$ cat src/rtl/if_stage_ctrl_if.sv
// Fetch-stage bus: synchronous imem read port plus the IF/ID register view consumed by decode/hazard logic.
// The fetch stage drives through master; memory and the ID consumer attach through slave.
interface if_stage_ctrl_if #(
  parameter int XLEN = 32
);
  logic            imem_en;
  logic [XLEN-1:0] imem_addr;
  logic [XLEN-1:0] imem_rdata;
  logic            id_valid;
  logic [XLEN-1:0] id_pc;
  logic [XLEN-1:0] id_inst;
  logic [6:0]      id_inst_op;
  logic [2:0]      id_func3_code;
  logic [4:0]      id_rs1;
  logic [4:0]      id_rs2;

  modport master (
    output imem_en, imem_addr,
    input  imem_rdata,
    output id_valid, id_pc, id_inst, id_inst_op, id_func3_code, id_rs1, id_rs2
  );

  modport slave (
    input  imem_en, imem_addr,
    output imem_rdata,
    input  id_valid, id_pc, id_inst, id_inst_op, id_func3_code, id_rs1, id_rs2
  );
endinterface

$ cat src/rtl/if_stage_ctrl.sv
// Fetch PC generation + IF/ID register; 1-cycle imem, ID two cycles behind fetch.
// load_stall holds fetch/ID with a 1-entry skid (no release bubble); flush redirects with one bubble.
module if_stage_ctrl #(
  parameter int              XLEN     = 32,
  parameter logic [XLEN-1:0] RESET_PC = '0,
  parameter logic [XLEN-1:0] NOP_INST = 32'h0000_0013,
  parameter int              CNT_W    = 16
) (
  input  logic             clk,
  input  logic             rst,
  input  logic             load_stall,
  input  logic             flush,
  input  logic [XLEN-1:0]  br_addr,
  if_stage_ctrl_if.master  bus,
  output logic [CNT_W-1:0] stall_cnt,
  output logic [CNT_W-1:0] flush_cnt
);

  typedef enum logic {RUN, HOLD} state_t;

  localparam logic [XLEN-1:0] PC_INC = XLEN'(4);

  state_t          state, state_nxt;
  logic [XLEN-1:0] fetch_pc, fetch_pc_nxt;
  logic            inflight_valid, inflight_valid_nxt;
  logic [XLEN-1:0] inflight_pc, inflight_pc_nxt;
  logic            skid_valid, skid_valid_nxt;
  logic [XLEN-1:0] skid_inst, skid_inst_nxt;
  logic [XLEN-1:0] skid_pc, skid_pc_nxt;
  logic            id_valid, id_valid_nxt;
  logic [XLEN-1:0] id_pc, id_pc_nxt;
  logic [XLEN-1:0] id_inst, id_inst_nxt;

  always_ff @(posedge clk) begin
    if (rst) begin
      state          <= RUN;
      fetch_pc       <= RESET_PC;
      inflight_valid <= 1'b0;
      inflight_pc    <= '0;
      skid_valid     <= 1'b0;
      skid_inst      <= NOP_INST;
      skid_pc        <= '0;
      id_valid       <= 1'b0;
      id_pc          <= '0;
      id_inst        <= NOP_INST;
      stall_cnt      <= '0;
      flush_cnt      <= '0;
    end else begin
      state          <= state_nxt;
      fetch_pc       <= fetch_pc_nxt;
      inflight_valid <= inflight_valid_nxt;
      inflight_pc    <= inflight_pc_nxt;
      skid_valid     <= skid_valid_nxt;
      skid_inst      <= skid_inst_nxt;
      skid_pc        <= skid_pc_nxt;
      id_valid       <= id_valid_nxt;
      id_pc          <= id_pc_nxt;
      id_inst        <= id_inst_nxt;
      if (flush && flush_cnt != '1)
        flush_cnt <= flush_cnt + CNT_W'(1);
      if (load_stall && !flush && stall_cnt != '1)
        stall_cnt <= stall_cnt + CNT_W'(1);
    end
  end

  always_comb begin
    state_nxt          = state;
    fetch_pc_nxt       = fetch_pc;
    inflight_valid_nxt = inflight_valid;
    inflight_pc_nxt    = inflight_pc;
    skid_valid_nxt     = skid_valid;
    skid_inst_nxt      = skid_inst;
    skid_pc_nxt        = skid_pc;
    id_valid_nxt       = id_valid;
    id_pc_nxt          = id_pc;
    id_inst_nxt        = id_inst;
    bus.imem_en        = 1'b0;
    bus.imem_addr      = fetch_pc;

    if (flush) begin
      // Redirect target goes straight to imem so the new stream starts this cycle.
      bus.imem_en        = 1'b1;
      bus.imem_addr      = br_addr;
      fetch_pc_nxt       = br_addr + PC_INC;
      inflight_valid_nxt = 1'b1;
      inflight_pc_nxt    = br_addr;
      skid_valid_nxt     = 1'b0;
      id_valid_nxt       = 1'b0;
      id_inst_nxt        = NOP_INST;
      state_nxt          = RUN;
    end else if (load_stall) begin
      // imem data only lives for one cycle, so park it on the first stall cycle.
      if (inflight_valid && !skid_valid) begin
        skid_valid_nxt = 1'b1;
        skid_inst_nxt  = bus.imem_rdata;
        skid_pc_nxt    = inflight_pc;
      end
      inflight_valid_nxt = 1'b0;
      state_nxt          = HOLD;
    end else begin
      bus.imem_en        = 1'b1;
      fetch_pc_nxt       = fetch_pc + PC_INC;
      inflight_valid_nxt = 1'b1;
      inflight_pc_nxt    = fetch_pc;
      if (state == HOLD) begin
        id_valid_nxt   = skid_valid;
        id_inst_nxt    = skid_valid ? skid_inst : NOP_INST;
        if (skid_valid)
          id_pc_nxt = skid_pc;
        skid_valid_nxt = 1'b0;
      end else begin
        id_valid_nxt = inflight_valid;
        id_pc_nxt    = inflight_pc;
        id_inst_nxt  = inflight_valid ? bus.imem_rdata : NOP_INST;
      end
      state_nxt = RUN;
    end

    if (rst)
      bus.imem_en = 1'b0;
  end

  assign bus.id_valid      = id_valid;
  assign bus.id_pc         = id_pc;
  assign bus.id_inst       = id_inst;
  assign bus.id_inst_op    = id_inst[6:0];
  assign bus.id_func3_code = id_inst[14:12];
  assign bus.id_rs1        = id_inst[19:15];
  assign bus.id_rs2        = id_inst[24:20];

endmodule

$ cat src/flat_wrapper.sv
// flat-port wrapper written by rule: the top's interface ports become plain ports
module if_stage_ctrl_flat 
#(
  parameter int              XLEN     = 32,
  parameter logic [XLEN-1:0] RESET_PC = '0,
  parameter logic [XLEN-1:0] NOP_INST = 32'h0000_0013,
  parameter int              CNT_W    = 16
)
  (clk, rst, load_stall, flush, br_addr, stall_cnt, flush_cnt, bus_imem_en, bus_imem_addr, bus_imem_rdata, bus_id_valid, bus_id_pc, bus_id_inst, bus_id_inst_op, bus_id_func3_code, bus_id_rs1, bus_id_rs2);
  if_stage_ctrl_if #(.XLEN(XLEN)) bus_i ();
  input  logic clk;
  input  logic rst;
  input  logic load_stall;
  input  logic flush;
  input  logic [XLEN-1:0] br_addr;
  output logic [CNT_W-1:0] stall_cnt;
  output logic [CNT_W-1:0] flush_cnt;
  output wire logic [$bits(bus_i.imem_en)-1:0] bus_imem_en;
  output wire logic [$bits(bus_i.imem_addr)-1:0] bus_imem_addr;
  input wire logic [$bits(bus_i.imem_rdata)-1:0] bus_imem_rdata;
  output wire logic [$bits(bus_i.id_valid)-1:0] bus_id_valid;
  output wire logic [$bits(bus_i.id_pc)-1:0] bus_id_pc;
  output wire logic [$bits(bus_i.id_inst)-1:0] bus_id_inst;
  output wire logic [$bits(bus_i.id_inst_op)-1:0] bus_id_inst_op;
  output wire logic [$bits(bus_i.id_func3_code)-1:0] bus_id_func3_code;
  output wire logic [$bits(bus_i.id_rs1)-1:0] bus_id_rs1;
  output wire logic [$bits(bus_i.id_rs2)-1:0] bus_id_rs2;
  assign bus_imem_en = bus_i.imem_en;
  assign bus_imem_addr = bus_i.imem_addr;
  assign bus_i.imem_rdata = bus_imem_rdata;
  assign bus_id_valid = bus_i.id_valid;
  assign bus_id_pc = bus_i.id_pc;
  assign bus_id_inst = bus_i.id_inst;
  assign bus_id_inst_op = bus_i.id_inst_op;
  assign bus_id_func3_code = bus_i.id_func3_code;
  assign bus_id_rs1 = bus_i.id_rs1;
  assign bus_id_rs2 = bus_i.id_rs2;
  if_stage_ctrl #(.XLEN(XLEN), .RESET_PC(RESET_PC), .NOP_INST(NOP_INST), .CNT_W(CNT_W)) u_core (.clk(clk), .rst(rst), .load_stall(load_stall), .flush(flush), .br_addr(br_addr), .bus(bus_i), .stall_cnt(stall_cnt), .flush_cnt(flush_cnt));
endmodule
$ cat config.mk
export PLATFORM = sky130hd
export DESIGN_NAME = if_stage_ctrl_flat
export DESIGN_NICKNAME = d
export VERILOG_FILES = /design/src/rtl/if_stage_ctrl_if.sv /design/src/rtl/if_stage_ctrl.sv /design/src/flat_wrapper.sv
export SDC_FILE = /design/constraint.sdc
export NUM_CORES = 1
export LEC_CHECK = 0
export BUFFER_PORTS_ARGS = -buffer_cell sky130_fd_sc_hd__buf_2
export CORE_UTILIZATION = 40
export DETAILED_ROUTE_END_ITERATION = 7
export SETUP_SLACK_MARGIN = 0.15
export SYNTH_ARGS = -nofsm -noshare
export SYNTH_HDL_FRONTEND = slang
export SYNTH_SLANG_ARGS = --single-unit
$ cat constraint.sdc
create_clock -name clk -period 2.41 [get_ports clk]
set_clock_uncertainty 0.05 [all_clocks]
set_input_delay 0.3615 -clock clk [delete_from_list [all_inputs] [get_ports clk]]
set_output_delay 0.3615 -clock clk [all_outputs]
set_load 0.005 [all_outputs]
==> results.ini <==
[outcome]
status=complete, no violations

[pwr]
p_leak_nw=5.26
p_sw_frac=0.244
pwr-share-clk=0.451
p_seq_frac=0.441
p_total_mw=9.17
p_per_area_nw_per_um2=725
internal-power_mw=6.94
combPwrFrac=0.108
p_switching_mw=2.23
peakVddDrop_uv=450

[logic_synthesis]
synth-async-reset-ratio=0
ys_ff_latch=228
syn-cell-area_um2=10200
syn-num-nets=1300
yosys_warnings=0
yosysTopAreaCell=dfxtp_1
synthTopCellsByArea=dfxtp_1 45%, nand2_1 7.7%, nor2_1 6.6%
synthTopCellsByCount=228 x dfxtp_1, 208 x nand2_1, 180 x nor2_1
yosysTopAreaCellShare=0.449
syn_area_per_cell_um2=8.28
synth-edff-count=0
ys_types=61
netlist_instances=1229
synth_ff_type=dfxtp_1
yosysSeqAreaShare=0.449
synth_most_common_cell=dfxtp_1

[worst_setup_path]
crit_type=in -> out
arrival_ns=1.76
crit_path_end_kind=output pin
startpoint_type=primary input
cpMostUsedCell=buf_2
crit_buf_inv=4
cp_cell_sequence=buf_2 -> buf_4 -> nand2b_2 -> nand2_1 -> inv_1 -> buf_2
crit_family=buffers and inverters
cp_max_fo=15
slowest_stage=nand2b_2
required_ns=2.00
critical_path.max_stage_delay_ns=0.45

[floorplanning]
io_pins=218
core-area_um2=24600
die-area_um2=26100
die_width_um=161
initial_core_util=0.413
num_rows=57
die_h_um=161

[grt]
top_usage_layer=met2
use_met1=0.278
grt_pass1_wl_mm=44.9
grt_max_degree=81
grt_pass1_vias=8524
met2_usage=0.346
met3_usage=0.0457
grtUsageTotal=0.211
grt_overflow=0
antenna_found_initial=0

[finish]
antenna_cells=0
layout-drive-gt1-share=0.247
area_delta_synth_final_pct=24.3
nNetsFinal=1501
final_core_util=0.514

[sta]
grt_setup_unrepaired=no
hold_viol_final=0
period_share=0.902
finalSetupViolations=0
finalSetupTns_ns=0
drv_slew=0
worstMarginPinSlew_ns=0.685
max-slew-margin-rel=0.544
finalCriticalPeriod_ns=2.17
fmax_mhz=460

[clock_tree]
clk_pin_slew_ns=0.06
cts_buffer_depth=3
cts_made_buffers=26
cts-resized-gates=0
clk_latency_ns=0.52
cts_hold_buf=0
cts_num_sinks=228
postCtsSetupRepairBufs=0
h-tree-depth=1
cts-root-buf=clkbuf_16
cts_tree=yes

[routing]
vias=9204
ant_nets=0
wl_per_cell_um=15.8
drt-total-wl_mm=28.0
drc=0
via_per_inst=5.19
firstDrtPassIters=5
detail_route.iter0.violations=554

[place]
io_buffer_count=217
gp_congestion=0.923
dp_hpwl_mm=19.9

[min_path]
hp-class=in -> reg

[run]
drv_cap=0

[power groups by stage]
stage	Sequential [mW]	Combinational [mW]	Clock, mW
after global routing	4.07	1.09	4.39
after detailed placement	4.13	0.988	0
after CTS	4.05	0.993	4.23
final	4.05	0.986	4.14
after global placement	4.13	0.983	0
after floorplan	4.10	0.576	0
[worst min-delay path: stages]
cell and delay, ns:
buf_2 0.09, nand2_1 0.04, nand3_1 0.06
[layout by cell type (no fill, tap or decap), drive strengths merged, types with 33 or more instances in the layout]
cell type  instances
nor2             180
nand3             37
nand2            208
a211oi            64
a21oi            110
buf              276
a22oi             33
dfxtp            228
clkbuf            38
mux2i             56
[layout make-up]
cell class / instances / area (µm²)
Tap cell: 324 / 405
Clock buffer: 38 / 797
Clock inverter: 8 / 118
Timing Repair Buffer: 276 / 1610
Fill cell: 2389 / 12000
Multi-Input combinational cell: 869 / 5040
Sequential cell: 228 / 4570
Inverter: 29 / 109
[routing by layer]
layer / vias up / part of all wire
met5: - / 0
met4: 0 / 0.019
met3: 38 / 0.057
met2: 233 / 0.47
met1: 4311 / 0.45
li1: 4622 / -
[logic make-up after synthesis]
family	after synthesis	share of synthesized area
simple gates	505	0.220
xor+xnor	48	0.0413
buf+inv	132	0.0600
mux	61	0.0606
flops	228	0.449
fa+ha+maj	3	0.00369
compound gates	252	0.165
[flip-flops by register name, summed over array words and instances, names as in the netlist, 16 cells and up]
name	cells
u_core.bus.id_pc	32
u_core.fetch_pc	32
u_core.bus.id_inst	32
u_core.skid_inst	32
u_core.stall_cnt	16
u_core.flush_cnt	16
u_core.inflight_pc	32
u_core.skid_pc	32
[stage by stage]
stage	setup slack [ns]	area [µm²]	instances	hold slack, ns
6_report	0.236	12600	1772	0.00877
5_1_grt	0.164	12600	1772	0.0144
4_1_cts	0.213	12600	1772	0.000469
3_5_place_dp	0.0777	11700	1726	0.396
3_3_place_gp	0.122	11700	1726	0.391
2_1_floorplan	0.0445	10200	1229	0.386
[path summary, 6_finish.rpt]
| kind | start | end | slack [ns] | cells past startpoint |
|---|---|---|---|---|
| worst min register to register | u_core.skid_pc[12]$_SDFFE_PP0P_ | u_core.skid_pc[12]$_SDFFE_PP0P_ | 0.40 | 2 |
| worst max-delay path | flush | bus_imem_en | 0.24 | 6 |
| worst max register to register | u_core.fetch_pc[17]$_SDFFE_PP0N_ | u_core.fetch_pc[24]$_SDFFE_PP0N_ | 0.36 | 6 |
| worst min-delay path | bus_imem_rdata[1] | u_core.skid_inst[1]$_SDFFE_PP1P_ | 0.009 | 3 |
Note: power is estimated with default switching activity, not from simulation.
